--- src/rtl/button_event_gen.sv ---
// button_event_gen: turns one debounced button level into single-cycle
// press / release / short / long / auto-repeat event pulses, plus a held
// level and a per-hold repeat counter. All outputs are registered.
module button_event_gen #(
    parameter int unsigned CNT_W         = 24,
    parameter int unsigned LONG_CYCLES   = 10_000_000,
    parameter int unsigned REPEAT_CYCLES = 2_500_000,
    parameter bit          REPEAT_EN     = 1'b1
) (
    input  logic       clk,
    input  logic       reset,
    input  logic       debounced,
    output logic       press_pulse,
    output logic       release_pulse,
    output logic       short_pulse,
    output logic       long_pulse,
    output logic       repeat_pulse,
    output logic       held,
    output logic [7:0] repeat_cnt
);

    typedef enum logic [1:0] {
        IDLE      = 2'd0,
        PRESSED   = 2'd1,
        LONG_HELD = 2'd2
    } state_t;

    localparam logic [CNT_W-1:0] LONG_LAST   = CNT_W'(LONG_CYCLES - 1);
    localparam logic [CNT_W-1:0] REPEAT_LAST = CNT_W'(REPEAT_CYCLES - 1);

    state_t           state, state_n;
    logic             prev;
    logic [CNT_W-1:0] cnt, cnt_n;
    logic             press_n, release_n, short_n, long_n, repeat_n, held_n;
    logic [7:0]       repeat_cnt_n;

    logic rise, fall;
    assign rise = debounced && !prev;
    assign fall = !debounced && (state != IDLE);

    // State, hold counter, input history and registered outputs
    always_ff @(posedge clk) begin
        if (!reset) begin
            state         <= IDLE;
            prev          <= 1'b0;
            cnt           <= '0;
            press_pulse   <= 1'b0;
            release_pulse <= 1'b0;
            short_pulse   <= 1'b0;
            long_pulse    <= 1'b0;
            repeat_pulse  <= 1'b0;
            held          <= 1'b0;
            repeat_cnt    <= '0;
        end else begin
            state         <= state_n;
            prev          <= debounced;
            cnt           <= cnt_n;
            press_pulse   <= press_n;
            release_pulse <= release_n;
            short_pulse   <= short_n;
            long_pulse    <= long_n;
            repeat_pulse  <= repeat_n;
            held          <= held_n;
            repeat_cnt    <= repeat_cnt_n;
        end
    end

    // Next-state and next-output logic; a fall always beats a threshold hit
    always_comb begin
        state_n      = state;
        cnt_n        = cnt;
        press_n      = 1'b0;
        release_n    = 1'b0;
        short_n      = 1'b0;
        long_n       = 1'b0;
        repeat_n     = 1'b0;
        held_n       = held;
        repeat_cnt_n = repeat_cnt;

        unique case (state)
            IDLE: begin
                if (rise) begin
                    press_n      = 1'b1;
                    held_n       = 1'b1;
                    cnt_n        = '0;
                    repeat_cnt_n = '0;
                    state_n      = PRESSED;
                end
            end
            PRESSED: begin
                if (fall) begin
                    release_n = 1'b1;
                    short_n   = 1'b1;
                    held_n    = 1'b0;
                    cnt_n     = '0;
                    state_n   = IDLE;
                end else if (cnt == LONG_LAST) begin
                    long_n  = 1'b1;
                    cnt_n   = '0;
                    state_n = LONG_HELD;
                end else begin
                    cnt_n = cnt + CNT_W'(1);
                end
            end
            LONG_HELD: begin
                if (fall) begin
                    release_n = 1'b1;
                    held_n    = 1'b0;
                    cnt_n     = '0;
                    state_n   = IDLE;
                end else if (REPEAT_EN) begin
                    if (cnt == REPEAT_LAST) begin
                        repeat_n = 1'b1;
                        cnt_n    = '0;
                        if (repeat_cnt != 8'hFF) begin
                            repeat_cnt_n = repeat_cnt + 8'd1;
                        end
                    end else begin
                        cnt_n = cnt + CNT_W'(1);
                    end
                end else begin
                    cnt_n = '0;
                end
            end
            default: begin
                held_n  = 1'b0;
                cnt_n   = '0;
                state_n = IDLE;
            end
        endcase
    end

endmodule

--- config.mk ---
export PLATFORM = sky130hd
export DESIGN_NAME = button_event_gen
export DESIGN_NICKNAME = d
export VERILOG_FILES = /design/src/rtl/button_event_gen.sv
export SDC_FILE = /design/constraint.sdc
export NUM_CORES = 1
export LEC_CHECK = 0
export CORE_UTILIZATION = 23
export DETAILED_ROUTE_END_ITERATION = 10
export GPL_ROUTABILITY_DRIVEN = 0
export RECOVER_POWER = 100
export SLEW_MARGIN = 20
export SYNTH_ARGS = -nofsm -noshare
export SYNTH_HDL_FRONTEND = slang
export SYNTH_SLANG_ARGS = --single-unit
--- constraint.sdc ---
create_clock -name clk -period 2.5 [get_ports clk]
set_input_delay 0.5 -clock clk [delete_from_list [all_inputs] [get_ports clk]]
set_output_delay 0.5 -clock clk [all_outputs]
set_load 0.02 [all_outputs]
==> run summary, run 1 <==
The run finished with clean final reports. For this run, design rule violations remaining after detail routing come to 0. The worst path uses 94.4% of the clock period. The analysis attributes to cell leakage a power of 0.905 nW. The count of hold buffers inserted by post-cts repair came out at 0.

For the top-level port count, the log shows 17. After clock tree synthesis, the setup repair step added 0 buffers. The critical path data arrival time is 2.53 ns. The netlist area before placement was 0.00215 mm2. For the final cell count without fillers, the log shows 396.

The count of endpoints failing hold in the final timing report is 0. In the final layout, the multi-input gates occupy 0.00124 mm2. The clock root buffer was sky130_fd_sc_hd__clkbuf_8. The H-tree generated during clock tree synthesis spans 2 levels. Once the clock tree was built, the resizer swapped 0 gates to a different size. Grouping stages by cell kind, the critical path spends the most delay in buffers and inverters. The number of setup violations in the final report was 0. In this run the worst hold path is classified as flop to flop.

The maximum fanout along the worst path came out at 8. For the worst flop-to-flop path, the logic depth is 5. In this run the most used layer during global routing was met2.

The sink count of the clock tree is 41, and the worst setup timing slack at the placement stage is 0.119 ns. The floorplan step defined a die boundary enclosing 0.00976 mm2. In the synthesized netlist the async set-or-reset flop fraction comes to 0%.

For the worst-case register-to-register setup slack, the log shows 0.15 ns. The routed via count is 2014, and the sum of buffers and inverters on the critical path is 3. The synthesized design devotes to its leading area cell type 38.1% of total area. Across all setup checks in the final design, the least slack found is 0.141 ns. The initial cell density of the core is 24.2%, and the worst-case headroom to the max-slew limit is 68.2%. The maximum clock path buffer count is 2. In the post-synthesis netlist, the cell with the most instances is sky130_fd_sc_hd__dfxtp_1. After floorplanning, the core was divided into 34 placement rows. The clock period minus final worst setup slack is 2.36 ns. Detailed placement ended at an HPWL of 3900 um.

TritonCTS created 5 clock buffers. Total stage count of the critical path: 7. TritonCTS built the clock tree.

In this run the mean area of a mapped cell was 8.48 um2. Final antenna-violating net count: 0. The critical path ends at cnt[9]$_SDFFE_PN0P_. Yosys mapped a number of flops with a built-in enable equal to 0.

During placement, the flow inserted port buffers numbering 16. The signed area change from the synthesized netlist to the final layout was 21.3%; the number of antenna repair diodes was 0. From left edge to right edge, the die measures 98.8 um. In this run, the number of DRC markers left after iteration 0 of detailed routing was 77.

Critical register-to-register path endpoint: repeat_cnt[3]$_SDFFE_PN0P_. For the number of global-route vias before repair, the log shows 1870. On the final layout, the worst clock skew is 0.00796 ns. The largest net degree at the start of global routing was 14; the global-route met3 utilization was 2.62%. During synthesis, Yosys emitted a total of 0 warnings.

The sequential cells in the finished layout cover a total of 821 um2. In the synthesized netlist, the number of instances is 254. The synthesized netlist contains 55 unique library cells.

Dividing the detail-routed via count by the number of cells gives 5.09. For the number of antenna violations at the first check in global routing, the log shows 0. The most used flip-flop cell after synthesis was sky130_fd_sc_hd__dfxtp_1. The slew at the pin closest to its max-slew limit is 0.465 ns.

Tracing the worst setup path back leads to its startpoint at debounced. For this run, the total global-route usage over all layers was measured as 11.5%. Summing the sequential cell areas from Yosys gives 38.1% of the chip area. Slowest library cell on the worst path: sky130_fd_sc_hd__dlygate4sd3_1. The filler cells instantiated in the layout total 930. Most area-hungry cell type in the Yosys netlist: sky130_fd_sc_hd__dfxtp_1. When the netlist entered floorplanning its net count stood at 262. Sorting the synthesized cells by area gives the leading types as sky130_fd_sc_hd__dfxtp_1, sky130_fd_sc_hd__xor2_1, sky130_fd_sc_hd__nor2_1. At the later pin of the worst-skew pair, clock insertion delay measures 0.29 ns. The clock transition at the registers of the reported paths is 0.08 ns.

The commonest cells after synthesis are sky130_fd_sc_hd__dfxtp_1, sky130_fd_sc_hd__nor2_1, sky130_fd_sc_hd__nand2_1. Summed over all layers, the global routing overflow is 0. The run gives 0.00126 W as the final total power.

Walking the worst path, the cells encountered are dlygate4sd3_1 > nand2b_1 > and2_0 > buf_4 > a221oi_1 > clkbuf_1 > o22ai_1. On the worst path, the slowest cell contributes a delay of 0.63 ns. Global routing used 17.9% of the available met2 tracks.

The post-synthesis register bit count works out to 41. The tools report the number of maximum-capacitance constraint violations as 0. The type of destination of the critical path is a flop. Setup repair after global routing left no endpoint under its margin.

In the global route stage, met1 resource usage came out at 15.5%. The first global-routing pass estimated 9010 um of wire. The average routed wire per standard cell works out to 13.6 um.

Derived from the worst setup path, the maximum achievable clock frequency is 424 MHz. Launching point of the worst reg2reg path: cnt[22]$_SDFFE_PN0P_. The worst setup path is launched from an input pin.

The core area was 0.00889 mm2; the end-of-flow core utilization was 29.4%. The iteration count of the initial detailed-routing pass was 4; the placed instance count was 388. The category of the critical setup timing path is input pin to flop. At the worst endpoint, the required time is 2.67 ns. The tools report the number of max-slew violations in the final report as 0. The die boundary height was 98.8 um; the summed negative setup slack over all endpoints was 0 ns. After the last flow step, the layout net total stands at 295.

The worst-case IR drop observed on VDD is 0.189 mV. In the final layout, the share of cells above drive strength 1 is 10.4%. The final layout contains routed wiring with a total length of 5390 um.

In this run the power density over the cells is 481 mW/mm2.
through the flow:
stage	hold slack [ns]	area, um2
CTS	0.484	2630
finish	0.486	2610
global route	0.503	2610
floorplan	0.449	2150
detailed placement	0.474	2550
global placement	0.461	2550
where the power goes:
part / switching, W / internal (W) / total [W]
sequential: 0.00000472 / 0.000661 / 0.000666
clock: 0.000219 / 0.000199 / 0.000418
combinational: 0.000112 / 0.0000608 / 0.000173
worst reg2reg max path: stages (launching register included):
cell and delay, ns:
sky130_fd_sc_hd__dfxtp_1 0.34, sky130_fd_sc_hd__or4b_4 0.56, sky130_fd_sc_hd__nor4_4 0.31, sky130_fd_sc_hd__nand3_1 0.33, sky130_fd_sc_hd__or4_1 0.59, sky130_fd_sc_hd__a21oi_1 0.16
placed cells by master, fill, tap and decap left out, types with 5 or more instances in the layout:
cell type	count
sky130_fd_sc_hd__buf_4	16
sky130_fd_sc_hd__ha_1	5
sky130_fd_sc_hd__nand3_1	16
sky130_fd_sc_hd__nor2_1	30
sky130_fd_sc_hd__and2_1	6
sky130_fd_sc_hd__clkbuf_1	8
sky130_fd_sc_hd__inv_1	8
sky130_fd_sc_hd__clkbuf_8	5
sky130_fd_sc_hd__nand2_1	21
sky130_fd_sc_hd__a21oi_1	13
sky130_fd_sc_hd__xor2_1	15
sky130_fd_sc_hd__nand4_1	10
sky130_fd_sc_hd__dlygate4sd3_1	16
sky130_fd_sc_hd__o21ai_0	5
sky130_fd_sc_hd__dfxtp_1	41
sky130_fd_sc_hd__and3_1	5
final cells by class:
cell class	count	area share [%]
Timing Repair Buffer	37	11.4
Sequential cell	41	31.4
Tap cell	108	5.17
Clock buffer	8	3.07
Multi-Input combinational cell	193	47.6
Inverter	9	1.29
worst min-delay path by stage:
stage                                    from  depth (start not counted)                   to
after floorplan           cnt[1]$_SDFFE_PN0P_                          2  cnt[1]$_SDFFE_PN0P_
after global routing      cnt[1]$_SDFFE_PN0P_                          2  cnt[1]$_SDFFE_PN0P_
final                     cnt[1]$_SDFFE_PN0P_                          2  cnt[1]$_SDFFE_PN0P_
after detailed placement  cnt[1]$_SDFFE_PN0P_                          2  cnt[1]$_SDFFE_PN0P_
after CTS                 cnt[1]$_SDFFE_PN0P_                          2  cnt[1]$_SDFFE_PN0P_
after global placement    cnt[1]$_SDFFE_PN0P_                          2  cnt[1]$_SDFFE_PN0P_
sequential cells by signal, indices dropped and copies added (netlist names):
signal	count
prev	1
repeat_cnt	8
held	1
short_pulse	1
long_pulse	1
press_pulse	1
repeat_pulse	1
release_pulse	1
state	2
cnt	24
kinds of logic (layout without fill, tap and decap cells):
group | Yosys count | count (layout) | synth area share (%)
compound gates | 48 | 48 | 16.0
simple gates | 121 | 121 | 31.1
fa+ha+maj | 5 | 5 | 2.90
xor+xnor | 18 | 18 | 7.32
mux | 1 | 1 | 0.465
flops | 41 | 41 | 38.1
buf+inv | 20 | 54 | 4.18
layer usage:
metal	up-vias	part of all wire, %	wire (um)
met5	-	0	0
met4	0	1.7	94
met3	13	4.5	242
met2	49	45	2420
met1	952	49	2630
li1	1000	-	-
Note: power is estimated with default switching activity, not from simulation.
==> run 2: changes to the inputs <==
--- a/config.mk
+++ b/config.mk
@@ -9,6 +9,7 @@
 export DETAILED_ROUTE_END_ITERATION = 10
 export GPL_ROUTABILITY_DRIVEN = 0
 export RECOVER_POWER = 100
+export REMOVE_ABC_BUFFERS = 1
 export SLEW_MARGIN = 20
 export SYNTH_ARGS = -nofsm -noshare
 export SYNTH_HDL_FRONTEND = slang
==> run summary, run 2 (synthesis results as in run 1) <==
The run finished with clean final reports. The die outline area was 0.00976 mm2 (unchanged); the number of buffers inserted by port buffering was 16 (unchanged). TritonCTS built the clock tree. The number of buffers added by the clock tree synthesis step came out at 5 (unchanged). The total power divided by cell area works out to 533 mW/mm2 (was 481 mW/mm2). The critical register-to-register path endpoint is cnt[3]$_SDFFE_PN0P_ (was repeat_cnt[3]$_SDFFE_PN0P_). The required time of the critical path is 2.69 ns (was 2.67 ns), and the die boundary height is 98.8 um (unchanged).

The final cell count without fillers is 389 (was 396). The tools report the worst-case register-to-register setup slack as 0.17 ns (was 0.15 ns). The logs give 2.51 ns (was 2.53 ns) for the critical path data arrival time and 0.903 nW (was 0.905 nW) for the leakage power figure. The HPWL after detailed placement is 3670 um (was 3900 um), and the number of setup violations in the final report is 0 (unchanged). The placed instance count was 381 (was 388); the initial cell density of the core was 24.2% (unchanged). The overall global routing resource usage was 11.4% (was 11.5%); the count of routing violations after the opening detailed-route iteration was 103 (was 77).

The tools report the worst-case headroom to the max-slew limit as 56.3% (was 68.2%). The area used by multi-input combinational logic was 0.00125 mm2 (was 0.00124 mm2); the ratio of routed vias to standard cells was 4.99 (was 5.09). Regs by FF count: cnt: 24 flops, repeat_cnt: 8 flops, state: 2 flops (unchanged). The number of fill cells in the layout was 931 (was 930); the fraction of final layout cells with drive strength greater than 1 was 10.3% (was 10.4%).

Source of the worst hold timing path: cnt[1]$_SDFFE_PN0P_ (unchanged). The signed area change from the synthesized netlist to the final layout works out to 21.1% (was 21.3%). The number of cells on the worst hold path is 2 (unchanged). Worst min-delay path category: flop to flop (unchanged). For the maximum clock frequency, the log shows 429 MHz (was 424 MHz). Number of maximum-capacitance constraint violations: 0 (unchanged). The logs give 8990 um (was 9010 um) for the wire length of the first global-routing pass and 0 (unchanged) for the count of hold buffers inserted by post-cts repair. Launching point of the worst reg2reg path: cnt[16]$_SDFFE_PN0P_ (was cnt[22]$_SDFFE_PN0P_).

Average routed wire per standard cell: 13.3 um (was 13.6 um). Routed via count: 1943 (was 2014). The register with the most flip-flops was cnt (unchanged). The commonest non-fill, non-tap cell in the layout is sky130_fd_sc_hd__dfxtp_1 (unchanged). The sum of overflow across all layers after global routing is 0 (unchanged), and the final antenna-violating net count is 0 (unchanged). The DRC violation count after routing was 0 (unchanged); the clock transition at the registers of the reported paths was 0.09 ns (was 0.08 ns). The number of global-route vias before repair came out at 1850 (was 1870). Largest net degree at the start of global routing: 14 (unchanged). Wire length reported by the detailed router: 5190 um (was 5390 um). The register cell area after layout was 821 um2 (unchanged); the slew at the pin closest to its max-slew limit was 0.639 ns (was 0.465 ns). Category of the critical setup timing path: flop to flop (was input pin to flop). The sink count of the clock tree is 41 (unchanged), and the number of nets in the layout is 288 (was 295). The final clock period utilization by the worst path works out to 93.2% (was 94.4%). The worst hold path endpoint was cnt[1]$_SDFFE_PN0P_ (unchanged). The number of antenna repair diodes was 0 (unchanged). The number of antenna violations at the first check in global routing was 0 (unchanged); the chip width was 98.8 um (unchanged). Worst reg-to-reg path cell count: 6 (was 5). The maximum clock path buffer count was 2 (unchanged). The logs give 0.00139 W (was 0.00126 W) for the final total power and 34 (unchanged) for the number of core rows. The worst vdd rail ir drop is 0.230 mV (was 0.189 mV). The flip-flop count of the largest register, all copies and words added works out to 24 (unchanged).

The count of endpoints failing hold in the final timing report was 0 (unchanged); the iteration count of the initial detailed-routing pass was 4 (unchanged). Commonest cells after routing, fill and taps aside: sky130_fd_sc_hd__dfxtp_1, sky130_fd_sc_hd__nor2_1, sky130_fd_sc_hd__nand2_1 (unchanged). The maximum fanout along the worst path works out to 11 (was 8).

The logs give 29.4% (about the same) for the end-of-flow core utilization and 0.133 ns (was 0.119 ns) for the worst setup timing slack at the placement stage. The clock root buffer was sky130_fd_sc_hd__clkbuf_8 (unchanged). The run gives 0.170 ns (was 0.141 ns) as the smallest setup slack after layout. The run gives 0.30 ns (was 0.29 ns) as the clock latency reported for the late side of the worst-skew pair. The top-level port count came out at 17 (unchanged). The tools report the H-tree depth as 2 (unchanged).

The type of destination of the critical path was a flop (unchanged). Setup repair after global routing left no endpoint under its margin. The logs give 0.00889 mm2 (unchanged) for the core area and 0.0122 ns (was 0.00796 ns) for the largest clock skew in the final design. The startpoint class of the critical path was a flop (was an input pin). The clock period minus final worst setup slack was 2.33 ns (was 2.36 ns); the number of max-slew violations in the final report was 0 (unchanged).
==> run 2: area by class of cell <==
cell class / count / share of cell area (%)
Multi-Input combinational cell: 193 / 47.8
Sequential cell: 41 / 31.4
Timing Repair Buffer: 30 / 9.78
Tap cell: 108 / 5.18
Clock buffer: 7 / 3.31
Inverter: 9 / 1.29
Clock inverter: 1 / 1.15
==> run 2: worst max-delay path by stage <==
stage	startpoint	to	cells past startpoint
finish	cnt[16]$_SDFFE_PN0P_	cnt[3]$_SDFFE_PN0P_	6
global placement	cnt[16]$_SDFFE_PN0P_	repeat_cnt[5]$_SDFFE_PN0P_	5
floorplan	cnt[16]$_SDFFE_PN0P_	cnt[12]$_SDFFE_PN0P_	5
CTS	cnt[16]$_SDFFE_PN0P_	repeat_cnt[5]$_SDFFE_PN0P_	5
global route	cnt[12]$_SDFFE_PN0P_	state[1]$_SDFFE_PN0P_	5
detailed placement	cnt[16]$_SDFFE_PN0P_	repeat_cnt[5]$_SDFFE_PN0P_	5
==> run 2: metal layers <==
metal | part of all wire, % | routed length, um | vias up | track usage (%)
li1 | - | - | 980 | -
met1 | 50 | 2570 | 911 | 15.2
met2 | 44 | 2300 | 45 | 18.3
met3 | 4.6 | 239 | 7 | 2.62
met4 | 1.4 | 73 | 0 | 3.21
met5 | 0 | 0 | - | 0
==> run 2: worst max-delay path, cell delays in order (launching register included) <==
cell                       delay (ns)
sky130_fd_sc_hd__dfxtp_1         0.35
sky130_fd_sc_hd__or4b_4          0.58
sky130_fd_sc_hd__nor4_4          0.34
sky130_fd_sc_hd__a21oi_1         0.24
sky130_fd_sc_hd__a221oi_2        0.38
sky130_fd_sc_hd__buf_4           0.25
sky130_fd_sc_hd__nor2_1          0.07
==> run 2: per-stage QoR <==
step           area [um2]  hold WS (ns)  setup TNS, ns
2_1_floorplan        2100         0.449        -0.0533
3_3_place_gp         2500         0.464              0
3_5_place_dp         2500         0.474              0
4_1_cts              2620         0.485              0
5_1_grt              2610         0.507              0
6_report             2610         0.480              0
==> run 2: power by group <==
part           leakage [nW]  internal (W)  switching (W)  total (W)
Combinational         0.513     0.0000562       0.000108   0.000165
Sequential            0.331      0.000661     0.00000409   0.000665
Clock                0.0585      0.000326       0.000236   0.000561
Total                 0.903       0.00104       0.000348    0.00139
==> run 2: timing repair <==
action                                  4_1_cts  5_1_grt
endpoints found under the setup margin        0        5
gates resized for setup                       0        1
setup buffers                                 0        0
==> run 3: changes to the inputs <==
--- a/config.mk
+++ b/config.mk
@@ -14,3 +14,4 @@
 export SYNTH_ARGS = -nofsm -noshare
 export SYNTH_HDL_FRONTEND = slang
 export SYNTH_SLANG_ARGS = --single-unit
+export TNS_END_PERCENT = 50
==> results of run 3 <==
The final DEF is identical to that of run 2; final timing and power are the same.
